[config.mk]
export PLATFORM = sky130hd
export DESIGN_NAME = muldiv_ctrl
export DESIGN_NICKNAME = d
export VERILOG_FILES = /design/src/rtl/muldiv_pkg.sv /design/src/rtl/muldiv_step.sv /design/src/rtl/muldiv_ctrl.sv
export SDC_FILE = /design/constraint.sdc
export NUM_CORES = 1
export LEC_CHECK = 0
export ABC_AREA = 1
export BUFFER_PORTS_ARGS = -buffer_cell sky130_fd_sc_hd__buf_2
export CAP_MARGIN = 25
export CORE_MARGIN = 1.5
export CORE_UTILIZATION = 49
export CTS_CLUSTER_DIAMETER = 80
export CTS_CLUSTER_SIZE = 20
export DETAILED_ROUTE_END_ITERATION = 8
export PLACE_DENSITY_LB_ADDON = 0.2
export SYNTH_ARGS = -nofsm -noshare
export SYNTH_HDL_FRONTEND = slang
export SYNTH_HIERARCHICAL = 1
export SYNTH_SLANG_ARGS = --single-unit
[constraint.sdc]
create_clock -name clk -period 3 [get_ports clk]
set_input_delay 0.6 -clock clk [delete_from_list [all_inputs] [get_ports clk]]
set_output_delay 0.6 -clock clk [all_outputs]
set_load 0.03 [all_outputs]
[src/rtl/muldiv_pkg.sv]
// muldiv_pkg: shared types for the multi-cycle multiply/divide unit.
// Provides the operand width default, op and FSM encodings, counter width.
package muldiv_pkg;

  localparam int WIDTH_DEF = 32;
  localparam int CNT_W = $clog2(WIDTH_DEF);

  typedef enum logic [1:0] {
    OP_MULTU = 2'b00,
    OP_MULT  = 2'b01,
    OP_DIVU  = 2'b10,
    OP_DIV   = 2'b11
  } op_e;

  typedef enum logic [2:0] {
    S_IDLE = 3'd0,
    S_PREP = 3'd1,
    S_CALC = 3'd2,
    S_FIX  = 3'd3,
    S_DONE = 3'd4
  } state_e;

  function automatic logic op_is_div(
    input logic [1:0] o
  );
    return o[1];
  endfunction

  function automatic logic op_is_signed(
    input logic [1:0] o
  );
    return o[0];
  endfunction

endpackage

[src/rtl/muldiv_step.sv]
// muldiv_step: one combinational shift-add / restoring-divide iteration.
// Ports: acc (2W working pair), operand (multiplicand/divisor), is_div, acc_next.
module muldiv_step #(
  parameter int WIDTH = 32
) (
  input  logic [2*WIDTH-1:0] acc,
  input  logic [WIDTH-1:0]   operand,
  input  logic               is_div,
  output logic [2*WIDTH-1:0] acc_next
);

  logic [WIDTH:0]   sum;
  logic [WIDTH:0]   rem_sh;
  logic             ge;
  logic [WIDTH-1:0] diff;

  // Multiply: the add carry is kept so the right shift
  // brings it into the top bit of the product.
  always_comb begin
    sum = {1'b0, acc[2*WIDTH-1:WIDTH]};
    if (acc[0])
      sum = sum + {1'b0, operand};
  end

  // Divide: the shifted remainder can need one extra bit
  // before the compare, so it is held at WIDTH+1.
  always_comb begin
    rem_sh = acc[2*WIDTH-1:WIDTH-1];
    ge     = rem_sh >= {1'b0, operand};
    diff   = rem_sh[WIDTH-1:0] - operand;
  end

  always_comb begin
    acc_next = '0;
    if (is_div) begin
      if (ge)
        acc_next = {diff, acc[WIDTH-2:0], 1'b1};
      else
        acc_next = {rem_sh[WIDTH-1:0],
                    acc[WIDTH-2:0], 1'b0};
    end else begin
      acc_next = {sum, acc[WIDTH-1:1]};
    end
  end

endmodule

[src/rtl/muldiv_ctrl.sv]
// muldiv_ctrl: MULT/MULTU/DIV/DIVU sequencer beside EX, stalls until HI/LO ready.
// Ports: clk, rst (sync, low), start, annul, op, operand_1/2 -> stall_request, done, hi, lo, div_by_zero.
module muldiv_ctrl
  import muldiv_pkg::*;
#(
  parameter int WIDTH = WIDTH_DEF
) (
  input  logic             clk,
  input  logic             rst,
  input  logic             start,
  input  logic             annul,
  input  logic [1:0]       op,
  input  logic [WIDTH-1:0] operand_1,
  input  logic [WIDTH-1:0] operand_2,
  output logic             stall_request,
  output logic             done,
  output logic [WIDTH-1:0] hi,
  output logic [WIDTH-1:0] lo,
  output logic             div_by_zero
);

  localparam int CW = $clog2(WIDTH);
  localparam logic [CW-1:0] LAST = CW'(WIDTH - 1);

  state_e state;
  state_e nxt;

  logic [1:0]         op_r;
  logic [WIDTH-1:0]   a_r;
  logic [WIDTH-1:0]   b_r;
  logic [WIDTH-1:0]   opnd_r;
  logic [2*WIDTH-1:0] acc;
  logic [2*WIDTH-1:0] acc_nx;
  logic [CW-1:0]      cnt;
  logic               res_sign;
  logic               dvd_sign;

  logic               is_div;
  logic               is_sgn;
  logic               div_zero;
  logic               take;
  logic [WIDTH-1:0]   a_mag;
  logic [WIDTH-1:0]   b_mag;
  logic [2*WIDTH-1:0] prod_fix;
  logic [WIDTH-1:0]   quo_fix;
  logic [WIDTH-1:0]   rem_fix;
  logic [WIDTH-1:0]   fix_hi;
  logic [WIDTH-1:0]   fix_lo;

  assign is_div   = op_is_div(op_r);
  assign is_sgn   = op_is_signed(op_r);
  assign div_zero = is_div && (b_r == '0);
  assign take     = start && !annul;

  assign a_mag = (is_sgn && a_r[WIDTH-1]) ? -a_r : a_r;
  assign b_mag = (is_sgn && b_r[WIDTH-1]) ? -b_r : b_r;

  muldiv_step #(
    .WIDTH(WIDTH)
  ) u_step (
    .acc     (acc),
    .operand (opnd_r),
    .is_div  (is_div),
    .acc_next(acc_nx)
  );

  // Sign flags are zero for unsigned ops, so the
  // fix-up is a pass-through there.
  always_comb begin
    prod_fix = res_sign ? -acc : acc;
    quo_fix  = res_sign ? -acc[WIDTH-1:0]
                        : acc[WIDTH-1:0];
    rem_fix  = dvd_sign ? -acc[2*WIDTH-1:WIDTH]
                        : acc[2*WIDTH-1:WIDTH];
    fix_hi   = is_div ? rem_fix
                      : prod_fix[2*WIDTH-1:WIDTH];
    fix_lo   = is_div ? quo_fix
                      : prod_fix[WIDTH-1:0];
  end

  always_ff @(posedge clk) begin
    if (!rst)
      state <= S_IDLE;
    else
      state <= nxt;
  end

  always_comb begin
    nxt = state;
    unique case (state)
      S_IDLE: if (start) nxt = S_PREP;
      S_PREP: nxt = div_zero ? S_DONE : S_CALC;
      S_CALC: if (cnt == LAST) nxt = S_FIX;
      S_FIX:  nxt = S_DONE;
      S_DONE: nxt = S_IDLE;
      default: nxt = S_IDLE;
    endcase
    if (annul)
      nxt = S_IDLE;
  end

  always_comb begin
    stall_request = 1'b0;
    done          = 1'b0;
    unique case (state)
      S_IDLE: stall_request = take;
      S_PREP,
      S_CALC,
      S_FIX:  stall_request = 1'b1;
      S_DONE: done = 1'b1;
      default: ;
    endcase
  end

  // Working registers and the visible HI/LO are kept
  // apart so an annulled op never disturbs HI/LO.
  always_ff @(posedge clk) begin
    if (!rst) begin
      op_r        <= '0;
      a_r         <= '0;
      b_r         <= '0;
      opnd_r      <= '0;
      acc         <= '0;
      cnt         <= '0;
      res_sign    <= 1'b0;
      dvd_sign    <= 1'b0;
      hi          <= '0;
      lo          <= '0;
      div_by_zero <= 1'b0;
    end else if (!annul) begin
      unique case (state)
        S_IDLE: begin
          if (start) begin
            op_r <= op;
            a_r  <= operand_1;
            b_r  <= operand_2;
          end
        end
        S_PREP: begin
          res_sign <= is_sgn &
                      (a_r[WIDTH-1] ^ b_r[WIDTH-1]);
          dvd_sign <= is_sgn & a_r[WIDTH-1];
          // Lower half seeds with multiplier or dividend.
          opnd_r <= is_div ? b_mag : a_mag;
          acc    <= {{WIDTH{1'b0}},
                     is_div ? a_mag : b_mag};
          cnt    <= '0;
          if (div_zero) begin
            hi          <= a_r;
            lo          <= '1;
            div_by_zero <= 1'b1;
          end
        end
        S_CALC: begin
          acc <= acc_nx;
          cnt <= cnt + 1'b1;
        end
        S_FIX: begin
          hi          <= fix_hi;
          lo          <= fix_lo;
          div_by_zero <= 1'b0;
        end
        default: ;
      endcase
    end
  end

endmodule
==> Word-level counts from Yosys, hierarchy flattened <==
Index checks and enable logic that the tools add are counted.
{ "op_classes": {"bitwise": 5, "magnitude_cmp": 1, "addsub": 8, "n_reduce_logical": 16, "n_eq_ne": 8, "mux": 26} }
{ "ops": {"columns": ["cell", "count"], "rows": [
  ["32-bit two-way mux", 10],
  ["64-bit two-way mux", 3],
  ["32-bit negation", 4],
  ["32-bit case mux with 2 select lines", 2],
  ["64-bit case mux with 2 select lines", 1],
  ["64-bit negation", 1],
  ["32-bit by 32-bit adder with 33-bit output", 1],
  ["33-bit by 32-bit greater-or-equal comparator with 1-bit output", 1],
  ["33-bit two-way mux", 1],
  ["32-bit logical NOT", 1],
  ["32-bit subtractor", 1],
  ["3-bit case mux with 4 select lines", 1],
  ["5-bit case mux with 2 select lines", 1],
  ["3-bit two-way mux", 3],
  ["3-bit by 2-bit == test with 1-bit output, second input constant", 2],
  ["2-bit != test, second input constant", 3],
  ["2-bit AND reduction", 3],
  ["3-bit AND reduction", 2],
  ["5-bit by 1-bit adder with 5-bit output, second input constant", 1],
  ["5-bit == test, second input constant", 1],
  ["1-bit logical AND", 4],
  ["1-bit case mux with 2 select lines", 2],
  ["2-bit nonzero test", 2],
  ["3-bit by 1-bit == test with 1-bit output, second input constant", 1],
  ["other kinds (9)", 12]
]} }
{ "word_totals": {"ff_bits": 237, "input_bits": 70} }

==> Depth between registers and ports, before layout <==
{ "logic_depth": {"word_depth": 4, "depth_mapped": 19, "mapped_depth_nobuf": 18} }

==> By module <==
The synthesis kept the hierarchy.
{ "by_module_without_submodules": {"columns": ["mod", "area_per_inst_um2", "seq_area_each_um2", "instances", "cells_each"], "rows": [
  ["muldiv_ctrl", 13699.4, 4744.6, 1, 2121],
  ["muldiv_step", 6394.9, 0.0, 1, 1370]
]} }

==> Least setup slack after synthesis <==
OpenSTA, ideal clock, no wires.
{ "synth_timing": {"kind": "in2out", "start": "input port annul", "end": "output port stall_request", "path_slack_ns": 0.833, "path_stages": 5, "t_required_ns": 2.400, "arrival_time_ns": 1.567, "path_cell_list": "inv_1 -> nand4_1 -> buf_2 -> buf_1 -> nand3_1"} }
{ "synth_via": {"elab_chain_len": 3} }
{ "synth_lines": {"columns": ["element", "line_no", "text"], "rows": [
  ["from (decl)", "muldiv_ctrl.sv:11", "input logic annul,"],
  ["1-bit logical NOT", null, null],
  ["1-bit logical AND", "muldiv_ctrl.sv:53", "assign take = start && !annul;"],
  ["1-bit case mux with 2 select lines", "muldiv_ctrl.sv:105", "unique case (state)"],
  ["to (decl)", "muldiv_ctrl.sv:15", "output logic stall_request,"]
]} }
Every way passes these cells.

==> Worst setup path after layout <==
{ "layout_timing": {"start": "register opnd_r[28]", "end": "register acc[39]"} }
{ "layout_via": {"elab_chain_len": 4} }
{ "layout_lines": {"columns": ["element", "line_no", "text"], "rows": [
  ["from (decl)", "muldiv_ctrl.sv:31", "logic [WIDTH-1:0] opnd_r;"],
  ["from (signal assigned)", "muldiv_ctrl.sv:144", "opnd_r <= is_div ? b_mag : a_mag;"],
  ["33-bit by 32-bit greater-or-equal comparator with 1-bit output", "muldiv_step.sv:29", "ge = rem_sh >= {1'b0, operand};"],
  ["64-bit two-way mux", "muldiv_step.sv:36", "if (ge)"],
  ["64-bit two-way mux", "muldiv_step.sv:35", "if (is_div) begin"],
  ["net acc_nx[39]", "muldiv_ctrl.sv:33", "logic [2*WIDTH-1:0] acc_nx;"],
  ["64-bit case mux with 2 select lines", "muldiv_ctrl.sv:131", "unique case (state)"],
  ["to (signal assigned)", "muldiv_ctrl.sv:145", "acc <= {{WIDTH{1'b0}},"],
  ["to (signal assigned)", "muldiv_ctrl.sv:155", "acc <= acc_nx;"],
  ["to (decl)", "muldiv_ctrl.sv:32", "logic [2*WIDTH-1:0] acc;"]
]} }
The timed path passes the listed nets, and every way through them passes these cells.
A chain may end at the register's enable or synchronous reset.

==> results.md <==
* Outcome: complete, no violations
* Final worst path period need at 2.89 ns
* Syn Area/Cell at 5.76 sq um
* Number of max-cap violations at 0
* Yosys top cell area share at 23.6%
* Simple-Gate Fraction of Synth Area at 38.1%
* Final worst slack at 0.111 ns
* Remaining Overflow, GRT at 0
* Worst-margin pin slew at 0.866 ns
* Cells after Synth at 3491
* Post-synth net total at 3633
* Initial drt markers at 3054
* Clock transition at path regs at 0.08 ns
* Worst Setup Path Type: reg -> reg
* Placement Setup Slack at 0.148 ns
* Starting density of the core at 49.4%
* Clk_lat worst skew at 0.57 ns
* Vias/cell at 5.93
* Layout area overhead at 10.6%
* Sequential fraction of the synthesis area at 23.6%
* Seq cells post-synth at 237
* Worst hold path type: in -> reg
* Via count at 24600
* DRC at 0
* Tcrit/Tclk final at 96.3%
* Root buf cell: clkbuf_16
* Layout cells sized above 1 at 10.4%
* Total GRT Usage at 41.6%
* XOR/XNOR Fraction of Synth Area at 2.79%
* # rows at 74
* Die span in x at 206 um
* Final Power at 10.5 mW
* Final Wtd Congestion at 1.07
* Number of global-route vias before repair at 21700
* Synth Area in Adders at 4.56%
* Die area at 0.0422 sq mm
* Detail Route Antenna Nets at 0
* NumNets Final at 3739
* Top-count cell post-synth: nand2_1
* Worst setup SP type: flop
* Worst vdd ir at 0.451 mV
* Largest net degree at the start of global routing at 131
* M2 GR Usage at 63.2%
* Synth area leader: dfxtp_1
* Clock tree from TritonCTS: yes
* Area contributors post-synth: dfxtp_1 (24%), nand2_1 (19%), nand3_1 (9.3%)
* IO Pins at 137
* Initial antenna violation count at 4
* Critical path required time at 3.46 ns
* # setup viols final at 0
* Synth Cell Area at 0.0201 sq mm
* H-Tree Level Count at 1
* Relative slew slack at 41.6%
* Post-synth EDFFs at 0
* Core ar. at 0.0406 sq mm
* Hold Violations, Final at 0
* Critical Path AT at 3.35 ns
* WL/cell at 21.6 um
* Leak pwr at 11.1 nW
* Gr busiest metal: met2
* Ys Warns at 6
* Drt pass-1 iters at 8
* PortBufs at 136
* Clock sink total at 237
* Largest family of logic cells by synthesized area: simple AND/OR/NAND/NOR gates
* Most frequent cells after synthesis: nand2_1 (1004), inv_1 (448), nand3_1 (372)
* Fmax at 346 MHz
* Antenna diodes at 0
* Crit Path Max Fanout at 13
* Slew Limit Fails at 0
* Setup crit end kind: flop
* Compound-gate portion of the synthesized area at 18.7%
* Layout Utilization at 54.7%
* Clk_skew at 0.0305 ns
* Die Ht at 206 um
* GRT met1 Usage at 54.6%
* Detailed placement HPWL at 71700 um
* First-pass GRT wire length at 133000 um
* WL final at 89600 um
* Proportion of synthesized area in mux cells at 0%
* Met3 usage at 8.22%
* Pwr Density at 473 mW/mm^2
* Num CTS Buffers at 21
* Asr flop ratio synth at 0%
* Top FF cell, synth: dfxtp_1
* Distinct cells, synth at 47
* CTS Buffer Depth at 3
report_power, final:
| part | leakage (nW) | internal (mW) | switching, mW |
|---|---|---|---|
| combinational | 8.81 | 1.22 | 2.82 |
| sequential | 1.93 | 3.29 | 0.181 |
| clock | 0.348 | 1.46 | 1.54 |
| total | 11.1 | 5.97 | 4.55 |
flip-flops by register name, indices dropped and copies added (netlist names):
register and flops:
state 3, b_r 32, res_sign 1, a_r 32, lo 32, hi 32
cnt 5, dvd_sign 1, opnd_r 32, op_r 2, div_by_zero 1, acc 64
final timing paths:
path | slack, ns | endpoint | depth (start not counted) | startpoint
setup / recovery | 0.11 | acc[39]$_SDFFE_PN0P_ | 16 | opnd_r[28]$_SDFFE_PN0P_
hold / removal | 0.29 | b_r[10]$_SDFFE_PN0P_ | 3 | operand_2[10]
setup reg to reg | 0.11 | acc[39]$_SDFFE_PN0P_ | 16 | opnd_r[28]$_SDFFE_PN0P_
hold reg to reg | 0.47 | hi[29]$_SDFFE_PN0P_ | 2 | hi[29]$_SDFFE_PN0P_
repair_timing:
| action | in CTS | in global routing |
|---|---|---|
| gates resized for setup | 0 | 4 |
| hold buffers | 0 | 0 |
| setup buffers | 0 | 0 |
| endpoints found under the setup margin | 0 | 24 |
per-stage QoR:
step,instance area [sq um],TNS (ns),hold slack [ns],std cells
global route,22200,-0.0243,0.315,4143
floorplan,20100,0,0.445,3491
finish,22200,0,0.288,4143
detailed placement,21500,0,0.451,4106
global placement,21500,0,0.447,4106
CTS,22200,0,0.281,4143
layout by cell type (no fill, tap or decap), types with 32 or more instances in the layout:
master,count
buf_4,89
ha_1,70
nor2_1,314
nand4_1,34
o21ai_0,254
buf_2,135
nand2_1,1004
xor2_1,49
a211oi_1,32
inv_1,448
nand3_1,371
a21oi_1,311
dfxtp_1,235
critical path: stages, from the launching register on:
cell and delay [ns]:
dfxtp_1 0.47, inv_1 0.08, ha_1 0.46, nand2_2 0.21
inv_2 0.04, nand2_1 0.07, nand2_1 0.06, a21oi_2 0.14
nand2_2 0.08, nor2_4 0.27, nand2_4 0.19, buf_4 0.21
nand2_1 0.08, nand3_1 0.07, nand2_1 0.08, a21oi_1 0.06
a211oi_1 0.22
cells by family (layout without fill, tap and decap cells):
| logic type | Yosys count | in the layout |
|---|---|---|
| compound gates | 686 | 686 |
| xor+xnor | 64 | 64 |
| fa+ha+maj | 72 | 72 |
| buf+inv | 612 | 732 |
| flops | 237 | 237 |
| simple gates | 1820 | 1820 |
routing by layer:
layer / vias up / wire length [um]
li1: 11500 / -
met1: 11300 / 35700
met2: 1530 / 37700
met3: 254 / 9930
met4: 8 / 6190
met5: - / 80
layout make-up:
type                       count  area, sq um
timing repair buffer         229         1440
sequential                   237         4750
fill                        4226        18400
multi-input combinational   2642        12900
clock inverter                15          183
inverter                     466         1750
tap                          532          666
clock buffer                  22          529
Note: power is estimated with default switching activity, not from simulation.
